$ cat src/rtl/wb_pkg.sv
`default_nettype none
// ============================================================================
//  Module      : wb_pkg
//  Description : Shared types and constants for the LEGv8 writeback
//                sequencer: FSM state encoding, the zero-register address
//                and the writeback Mux2 select encodings.
//  Revision    : 1.0 - initial release
// ============================================================================
package wb_pkg;

  typedef enum logic [1:0] {
    IDLE     = 2'd0,
    MEM_WAIT = 2'd1,
    WB       = 2'd2
  } wb_state_e;

  // Writes to X31 (XZR) are discarded by the register file.
  localparam logic [4:0] XZR_ADDR = 5'd31;

  // Mux2 select: 1 picks data_mem_in, 0 picks alu_in.
  localparam logic MUX_SEL_MEM = 1'b1;
  localparam logic MUX_SEL_ALU = 1'b0;

endpackage : wb_pkg
`default_nettype wire

$ cat src/rtl/wb_timeout_ctr.sv
`default_nettype none
// ============================================================================
//  Module      : wb_timeout_ctr
//  Description : Clear/enable up-counter that flags its terminal count
//                (TIMEOUT-1). Used to bound the data-memory wait.
//  Ports       : clk   - clock, rising edge
//                rst   - asynchronous active-high reset
//                i_clr - synchronous clear (wins over i_en)
//                i_en  - count enable
//                o_tc  - count has reached TIMEOUT-1
//  Revision    : 1.0 - initial release
// ============================================================================
module wb_timeout_ctr #(
  parameter int TIMEOUT = 16,
  parameter int CNT_W   = 5
) (
  input  logic clk,
  input  logic rst,
  input  logic i_clr,
  input  logic i_en,
  output logic o_tc
);

  localparam logic [CNT_W-1:0] c_term = CNT_W'(TIMEOUT - 1);

  logic [CNT_W-1:0] r_count;

  always_ff @(posedge clk or posedge rst) begin
    if (rst) begin
      r_count <= '0;
    end else if (i_clr) begin
      r_count <= '0;
    end else if (i_en) begin
      r_count <= r_count + CNT_W'(1);
    end
  end

  assign o_tc = (r_count == c_term);

endmodule : wb_timeout_ctr
`default_nettype wire

$ cat src/rtl/wb_sequencer.sv
`default_nettype none
// ============================================================================
//  Module      : wb_sequencer
//  Description : Writeback sequencer for the LEGv8 datapath. Accepts one
//                decoded instruction at a time, runs the data-memory
//                handshake for loads/stores, latches the ALU result and load
//                data, and drives the writeback Mux2 select and the
//                register-file write enable.
//  Ports       : clk, rst               - clock / async active-high reset
//                valid_in, ready_in     - instruction handshake
//                is_load, is_store,
//                reg_wr_in, rd_in,
//                alu_result             - decoded instruction fields
//                mem_req, mem_we,
//                mem_ack, mem_rdata     - data-memory handshake
//                wb_alu_data,
//                wb_mem_data            - Mux2 data inputs (latched)
//                mux_2_control          - Mux2 select (1 = memory data)
//                reg_write, wb_rd       - register-file write port control
//                mem_err                - one-cycle pulse on memory timeout
//  Revision    : 1.0 - initial release
// ============================================================================
module wb_sequencer
  import wb_pkg::*;
#(
  parameter int DATA_W  = 64,
  parameter int REG_AW  = 5,
  parameter int TIMEOUT = 16,
  parameter int CNT_W   = 5
) (
  input  logic              clk,
  input  logic              rst,
  input  logic              valid_in,
  output logic              ready_in,
  input  logic              is_load,
  input  logic              is_store,
  input  logic              reg_wr_in,
  input  logic [REG_AW-1:0] rd_in,
  input  logic [DATA_W-1:0] alu_result,
  output logic              mem_req,
  output logic              mem_we,
  input  logic              mem_ack,
  input  logic [DATA_W-1:0] mem_rdata,
  output logic [DATA_W-1:0] wb_alu_data,
  output logic [DATA_W-1:0] wb_mem_data,
  output logic              mux_2_control,
  output logic              reg_write,
  output logic [REG_AW-1:0] wb_rd,
  output logic              mem_err
);

  localparam logic [REG_AW-1:0] c_xzr = REG_AW'(XZR_ADDR);

  wb_state_e r_state;
  logic      r_op_store;   // current memory op is a store (no writeback)

  logic w_accept;
  logic w_in_wait;
  logic w_tc;
  logic w_ctr_clr;

  assign ready_in  = (r_state == IDLE);
  assign w_accept  = valid_in && ready_in;
  assign w_in_wait = (r_state == MEM_WAIT);

  // Counter runs only while waiting and is cleared whenever the wait ends,
  // so every memory op starts its timeout window from zero.
  assign w_ctr_clr = w_in_wait && (mem_ack || w_tc);

  wb_timeout_ctr #(
    .TIMEOUT (TIMEOUT),
    .CNT_W   (CNT_W)
  ) u_timeout_ctr (
    .clk   (clk),
    .rst   (rst),
    .i_clr (w_ctr_clr),
    .i_en  (w_in_wait),
    .o_tc  (w_tc)
  );

  always_ff @(posedge clk or posedge rst) begin
    if (rst) begin
      r_state       <= IDLE;
      r_op_store    <= 1'b0;
      mem_req       <= 1'b0;
      mem_we        <= 1'b0;
      mux_2_control <= MUX_SEL_ALU;
      reg_write     <= 1'b0;
      mem_err       <= 1'b0;
      wb_rd         <= '0;
      wb_alu_data   <= '0;
      wb_mem_data   <= '0;
    end else begin
      mem_err <= 1'b0;

      case (r_state)
        IDLE: begin
          if (w_accept) begin
            wb_rd       <= rd_in;
            wb_alu_data <= alu_result;
            if (is_load) begin
              r_state       <= MEM_WAIT;
              r_op_store    <= 1'b0;
              mem_req       <= 1'b1;
              mem_we        <= 1'b0;
              mux_2_control <= MUX_SEL_MEM;
            end else if (is_store) begin
              r_state    <= MEM_WAIT;
              r_op_store <= 1'b1;
              mem_req    <= 1'b1;
              mem_we     <= 1'b1;
            end else if (reg_wr_in) begin
              r_state       <= WB;
              mux_2_control <= MUX_SEL_ALU;
              // Register the enable on entry so it is high only in WB.
              reg_write     <= (rd_in != c_xzr);
            end
          end
        end

        MEM_WAIT: begin
          // Ack is checked first so a same-cycle ack beats the timeout.
          if (mem_ack) begin
            mem_req <= 1'b0;
            mem_we  <= 1'b0;
            if (r_op_store) begin
              r_state <= IDLE;
            end else begin
              wb_mem_data <= mem_rdata;
              r_state     <= WB;
              reg_write   <= (wb_rd != c_xzr);
            end
          end else if (w_tc) begin
            mem_req       <= 1'b0;
            mem_we        <= 1'b0;
            mem_err       <= 1'b1;
            mux_2_control <= MUX_SEL_ALU;
            r_state       <= IDLE;
          end
        end

        WB: begin
          reg_write     <= 1'b0;
          mux_2_control <= MUX_SEL_ALU;
          r_state       <= IDLE;
        end

        default: begin
          r_state <= IDLE;
        end
      endcase
    end
  end

endmodule : wb_sequencer
`default_nettype wire
$ cat config.mk
export PLATFORM = sky130hd
export DESIGN_NAME = wb_sequencer
export DESIGN_NICKNAME = d
export VERILOG_FILES = /design/src/rtl/wb_pkg.sv /design/src/rtl/wb_timeout_ctr.sv /design/src/rtl/wb_sequencer.sv
export SDC_FILE = /design/constraint.sdc
export NUM_CORES = 1
export LEC_CHECK = 0
export ABC_AREA = 1
export BUFFER_PORTS_ARGS = -buffer_cell sky130_fd_sc_hd__buf_4
export CAP_MARGIN = 20
export CORE_AREA = 4 4 103 153
export DETAILED_ROUTE_END_ITERATION = 7
export DIE_AREA = 0 0 107 157
export PLACE_DENSITY_LB_ADDON = 0.12
export SLEW_MARGIN = 30
export SYNTH_ARGS = -nofsm -noshare
export SYNTH_HDL_FRONTEND = slang
export SYNTH_SLANG_ARGS = --single-unit
$ cat constraint.sdc
create_clock -name clk -period 4.4 [get_ports clk]
set_input_delay 0.22 -clock clk [delete_from_list [all_inputs] [get_ports clk]]
set_output_delay 0.22 -clock clk [all_outputs]
set_load 0.1 [all_outputs]
---- Word level (Yosys, flattened, before mapping) ----
Index checks and enable logic that the tools add are counted.
cells by class
  bitwise logic cells ..................... 1
  muxes and demuxes ....................... 35
  reductions and logical operators ........ 15
  equal/unequal tests ..................... 18
  add/sub/neg operators ................... 1
operators with widths
  kind                                           number
  2-to-1 mux 1 bit                               21
  2-to-1 mux 2 bit                               7
  2-to-1 mux 5 bit                               2
  != test 2 bit, second input constant           5
  != test 5 bit, second input constant           2
  AND reduction 3 bit                            3
  AND reduction 7 bit                            1
  != test 2 x 1 -> 1 bit, second input constant  3
  != test 3 x 1 -> 1 bit, second input constant  2
  case mux 1 bit (3 select lines)                2
  AND reduction 6 bit                            1
  nonzero test 2 bit                             3
  adder 5 x 1 -> 5 bit, second input constant    1
  == test 5 x 4 -> 1 bit, second input constant  1
  != test 4 x 1 -> 1 bit, second input constant  1
  case mux 1 bit (2 select lines)                2
  case mux 2 bit (2 select lines)                1
  AND reduction 4 bit                            1
  != test 3 x 2 -> 1 bit, second input constant  1
  != test 3 bit, second input constant           1
  nonzero test 3 bit                             1
  == test 2 x 1 -> 1 bit, second input constant  1
  == test 2 bit, second input constant           1
  logical AND 1 bit                              2
  other kinds (4)                                4
storage, ports and cells
  flip-flop bits (word level) ............. 146
  output and inout port bits .............. 139
  logic and storage cells ................. 81
  input port bits ......................... 140

---- Logic depth before layout (Yosys ltp) ----
  depth in word-level cells ............... 6
  gate-level depth with buffers ........... 9

---- Modules after synthesis ----
From an unflattened synthesis, not the netlist that was laid out.
unflattened totals
  cells, all modules ...................... 542
  area total of the unflattened synthesis .. 5987.0 um^2
by module, submodules not included
  module          area an instance (um^2)  instances  sequential area each (um^2)  cells an instance
  wb_sequencer    5713.0                   1          3528.4                       511
  wb_timeout_ctr  274.0                    1          125.1                        31

---- Worst setup path after synthesis ----
OpenSTA, ideal clock, no wires.
  path kind ............................... flip-flop to flip-flop
  from .................................... register r_state[0]
  to ...................................... register r_op_store
  setup slack ............................. 2145 ps
  arrival ................................. 2168 ps
  data required time ...................... 4313 ps
  stages on the path, launching flop included .. 9
  cells stage by stage .................... dfrtp_1 inv_1 ha_1 clkbuf_2 nand2_1 inv_2 buf_2 nand2_1 a22oi_1
between the ends
  word-level cells in the longest chain between the ends .. 3
RTL lines
  item                                      line                 RTL
  start, declared                           wb_sequencer.sv:54   wb_state_e r_state;
  start signal, assigned                    wb_sequencer.sv:83   r_state <= IDLE;
  start signal, assigned                    wb_sequencer.sv:102  r_state <= MEM_WAIT;
  start signal, assigned                    wb_sequencer.sv:108  r_state <= MEM_WAIT;
  zero test 2 bit (*)                       wb_sequencer.sv:62   assign ready_in = (r_state == IDLE);
  named net ready_in                        wb_sequencer.sv:34   output logic ready_in,
  logical AND 1 bit                         wb_sequencer.sv:63   assign w_accept = valid_in && ready_in;
  AND reduction 3 bit (no source line) (*)  --
  end signal, assigned                      wb_sequencer.sv:84   r_op_store <= 1'b0;
  end signal, assigned                      wb_sequencer.sv:103  r_op_store <= 1'b0;
  end signal, assigned                      wb_sequencer.sv:109  r_op_store <= 1'b1;
  end, declared                             wb_sequencer.sv:55   logic r_op_store;
Mark *: on every way through the listed nets, which the timed path passes. The rest lies on a longest branch.
A chain may end at the register's enable or synchronous reset.

---- Final worst setup path ----
  from .................................... register r_state[0]
  to ...................................... register wb_alu_data[17]
between the ends
  word-level cells in the longest chain between the ends .. 3
RTL lines
  item                                      line                                    RTL
  zero test 2 bit (*)                       wb_sequencer.sv:62, wb_sequencer.sv:96
  logical AND 1 bit                         wb_sequencer.sv:63
  AND reduction 2 bit (no source line) (*)  --
  end signal, assigned                      wb_sequencer.sv:100                     wb_alu_data <= alu_result;
  end, declared                             wb_sequencer.sv:44                      output logic [DATA_W-1:0] wb_alu_data,
Every way passes the cells marked *; elsewhere a longest branch is shown, timed or not.

==> results.sh <==
export IMPL_ff2ff_setup_slack_ps=2110
export IMPL_grt_pass1_vias=4977
export IMPL_grt_max_degree=108
export IMPL_n_antenna_cell=0
export IMPL_fin_tns_setup_ps=0
export IMPL_startpoint_type="flip-flop"
export IMPL_avgSynthCellArea_sq_um=11.1
export IMPL_grt_ovfl_total=0
export IMPL_portBuffers=278
export IMPL_drv_cap=0
export IMPL_ctsLongestPathBuffers=2
export IMPL_fp_row_count=54
export IMPL_synth_area_sq_mm=0.00594
export IMPL_tightest_slew_ps=787
export IMPL_dr_first_iter_drc_count=229
export IMPL_drt_wl_total_mm=15.9
export IMPL_ant_nets=0
export IMPL_dieArea_sq_mm=0.0168
export IMPL_via_per_inst=4.51
export IMPL_dr_total_vias=4837
export IMPL_r2r_start="r_state[0]"
export IMPL_end_kind="flip-flop"
export IMPL_post_route_drc_count=0
export IMPL_final_area_sq_mm=0.00931
export IMPL_htree_levels=4
export IMPL_ff2ff_path_depth=7
export IMPL_cp_endpoint="wb_alu_data[17]"
export IMPL_reg2reg_to="wb_alu_data[17]"
export IMPL_critPathBufInv=3
export IMPL_syn_num_nets=681
export IMPL_finalClockSkew_ps=7.99
export IMPL_cp_slowest_cell="buf_4"
export IMPL_clk_latency_ps=410
export IMPL_startpoint="r_state[0]"
export IMPL_cpMostUsedCell="nand2_1"
export IMPL_start_util_pct=41.1
export IMPL_hold_viol_final=91
export IMPL_hold_class="in2async"
export IMPL_io_pins=279
export IMPL_synth_edff_count=0
export IMPL_yosysSeqAreaShare_pct=61.5
export IMPL_hold_slack_ps=-71.9
export IMPL_async_flop_share_pct=100
export IMPL_status="complete, but fails checks"
export IMPL_dr_max_layer_used="met4"
export IMPL_worstPathCellList="inv_1, ha_1, nand2_2, buf_4, inv_4, nand2_1, nand2_1"
export IMPL_path_max_fanout=71
export IMPL_critPathKind="reg2reg"
export IMPL_synth_top_area_share_pct=61.5
export IMPL_syn_to_final_growth_pct=56.8
export IMPL_synth_area_leaders="dfrtp_1 62%, nand2_1 15%, mux2_4 12%"
export IMPL_grt_pass1_wl_mm=24.8
export IMPL_cpLargestDelayFamily="buffers and inverters"
export IMPL_setup_viol=0
export IMPL_cp_data_arrival_time_ps=2580
export IMPL_synth_area_leader_cell="dfrtp_1"
export IMPL_antenna_found_initial=0
export IMPL_m1WireLength_mm=6.06
export IMPL_numCtsBuffers=17
export IMPL_die_h_microns=157
export IMPL_synth_flop_cell="dfrtp_1"
export IMPL_avgRoutedWirePerCell_microns=14.8
export IMPL_place_gp_congestion=0.809
export IMPL_met2WireLength_mm=8.29
export IMPL_required_ps=4690
export IMPL_dpl_cell_area_sq_mm=0.00818
export IMPL_drive_gt1_share_pct=43.6
export IMPL_violations="hold timing"
export IMPL_fin_crit_ps=2290
export IMPL_synthDistinctLibCells=22
export IMPL_yosys_warnings=0
export IMPL_period_share_pct=52.1
export IMPL_slew_headroom_pct=47.5
export IMPL_dp_cells=990
export IMPL_instances_no_fill=1072
export IMPL_path_depth=7
export IMPL_dr_wl_met3_mm=1.22
export IMPL_drv_slew=0
export IMPL_ys_ff_latch=146
export IMPL_grt_usage_pct=18.7
export IMPL_cts_resized=0
export IMPL_path_clk_slew_ps=60
export IMPL_die_width_microns=107
export IMPL_cts_tree="built"
export IMPL_root_buffer="clkbuf_16"
export IMPL_grt_setup_unrepaired="false"
export IMPL_fin_nets=1009
export IMPL_fillCellCount=1162
export IMPL_fmaxAchievable_mhz=436
export IMPL_core_sq_mm=0.0145
export IMPL_cp_slowest_stage_delay_ps=550
export IMPL_dp_hpwl_mm=11.1
export IMPL_dr_pass1_iters=4
export IMPL_clock_sinks=146
export IMPL_synthCells=535
[final cells by class]
cell class,count,area (sq um),area share [%]
clock inverter,13,181,1.95
sequential,146,3650,39.2
timing repair buffer,331,2610,28.1
tap,196,245,2.63
inverter,21,88.8,0.954
clock buffer,19,453,4.86
multi-input combinational,346,2080,22.3
[worst min-delay path by stage]
stage | start | endpoint | slack, ps
2_1_floorplan | alu_result[0] | wb_alu_data[0] | 330
5_1_grt | alu_result[33] | wb_alu_data[33] | 3
3_5_place_dp | alu_result[39] | wb_alu_data[39] | 420
6_report | rst | wb_mem_data[49] | -70
3_3_place_gp | alu_result[7] | wb_alu_data[7] | 410
4_1_cts | alu_result[32] | wb_alu_data[32] | 0.002
[what timing repair did]
action / 4_1_cts / 5_1_grt
setup buffers: 0 / 0
hold buffers: 50 / 0
endpoints found under the hold margin: 50 / 0
[cells by family after synthesis]
logic type                 count (synthesis)  share of synthesized area, %
muxes                                     64                          15.2
AOI/OAI and AO/OA                         16                          1.41
DFF                                      146                          61.5
adders and majority gates                  6                          1.26
xor gates and xnor gates                   1                         0.147
and+or+nand+nor                          259                          16.8
buffers and inverters                     43                          3.67
[state kept, by name, indices dropped and copies added (netlist names)]
signal and cells:
r_state 2, reg_write 1, wb_rd 5, wb_alu_data 64, u_timeout_ctr.r_count 5, mem_we 1, r_op_store 1, wb_mem_data 64
mux_2_control 1, mem_req 1, mem_err 1
[metal layers]
metal	track usage [%]	vias up
met3	6.65	17
met4	6.76	0
met1	21.5	2303
met2	32.1	179
li1	-	2338
met5	0	-
[synthesized netlist by cell type, types with 2 or more instances]
cell type	number
a21oi_1	2
buf_2	8
buf_6	6
clkbuf_1	7
dfrtp_1	146
ha_1	6
inv_1	20
mux2_2	15
mux2_4	49
nand2_1	239
nand3_1	5
nand4_1	2
nor2_1	10
o21ai_0	12
[stage by stage]
step | util, % | worst slack, ps
after floorplan | - | 257
after global placement | 56.5 | 1920
after detailed placement | 56.6 | 2110
after CTS | 64.4 | 2090
after global routing | 64.4 | 1870
final | 64.4 | 2110
[layout by cell type, fill, tap and decap left out, drive strengths merged, types with 2 or more instances in the layout]
master       netlist  layout
nand4              2       2
nor2              10      10
bufinv             0       4
clkinvlp           0       2
mux2              64      64
clkbuf             8      19
o21ai             12      12
inv               21      22
a21oi              2       2
ha                 6       6
clkinv             0       6
dfrtp            146     146
nand3              6       6
dlygate4sd3        0      50
buf               14     281
nand2            239     239
[worst reg2reg max path: stages (launching register included)]
cell,delay (ps)
dfrtp_1,390
inv_1,80
ha_1,300
nand2_2,90
buf_4,550
inv_4,500
nand2_1,200
nand2_1,70
Power is left out: the tool's default activity adds up to more than one toggle a clock period on the data nets, which glitch-free logic cannot reach.
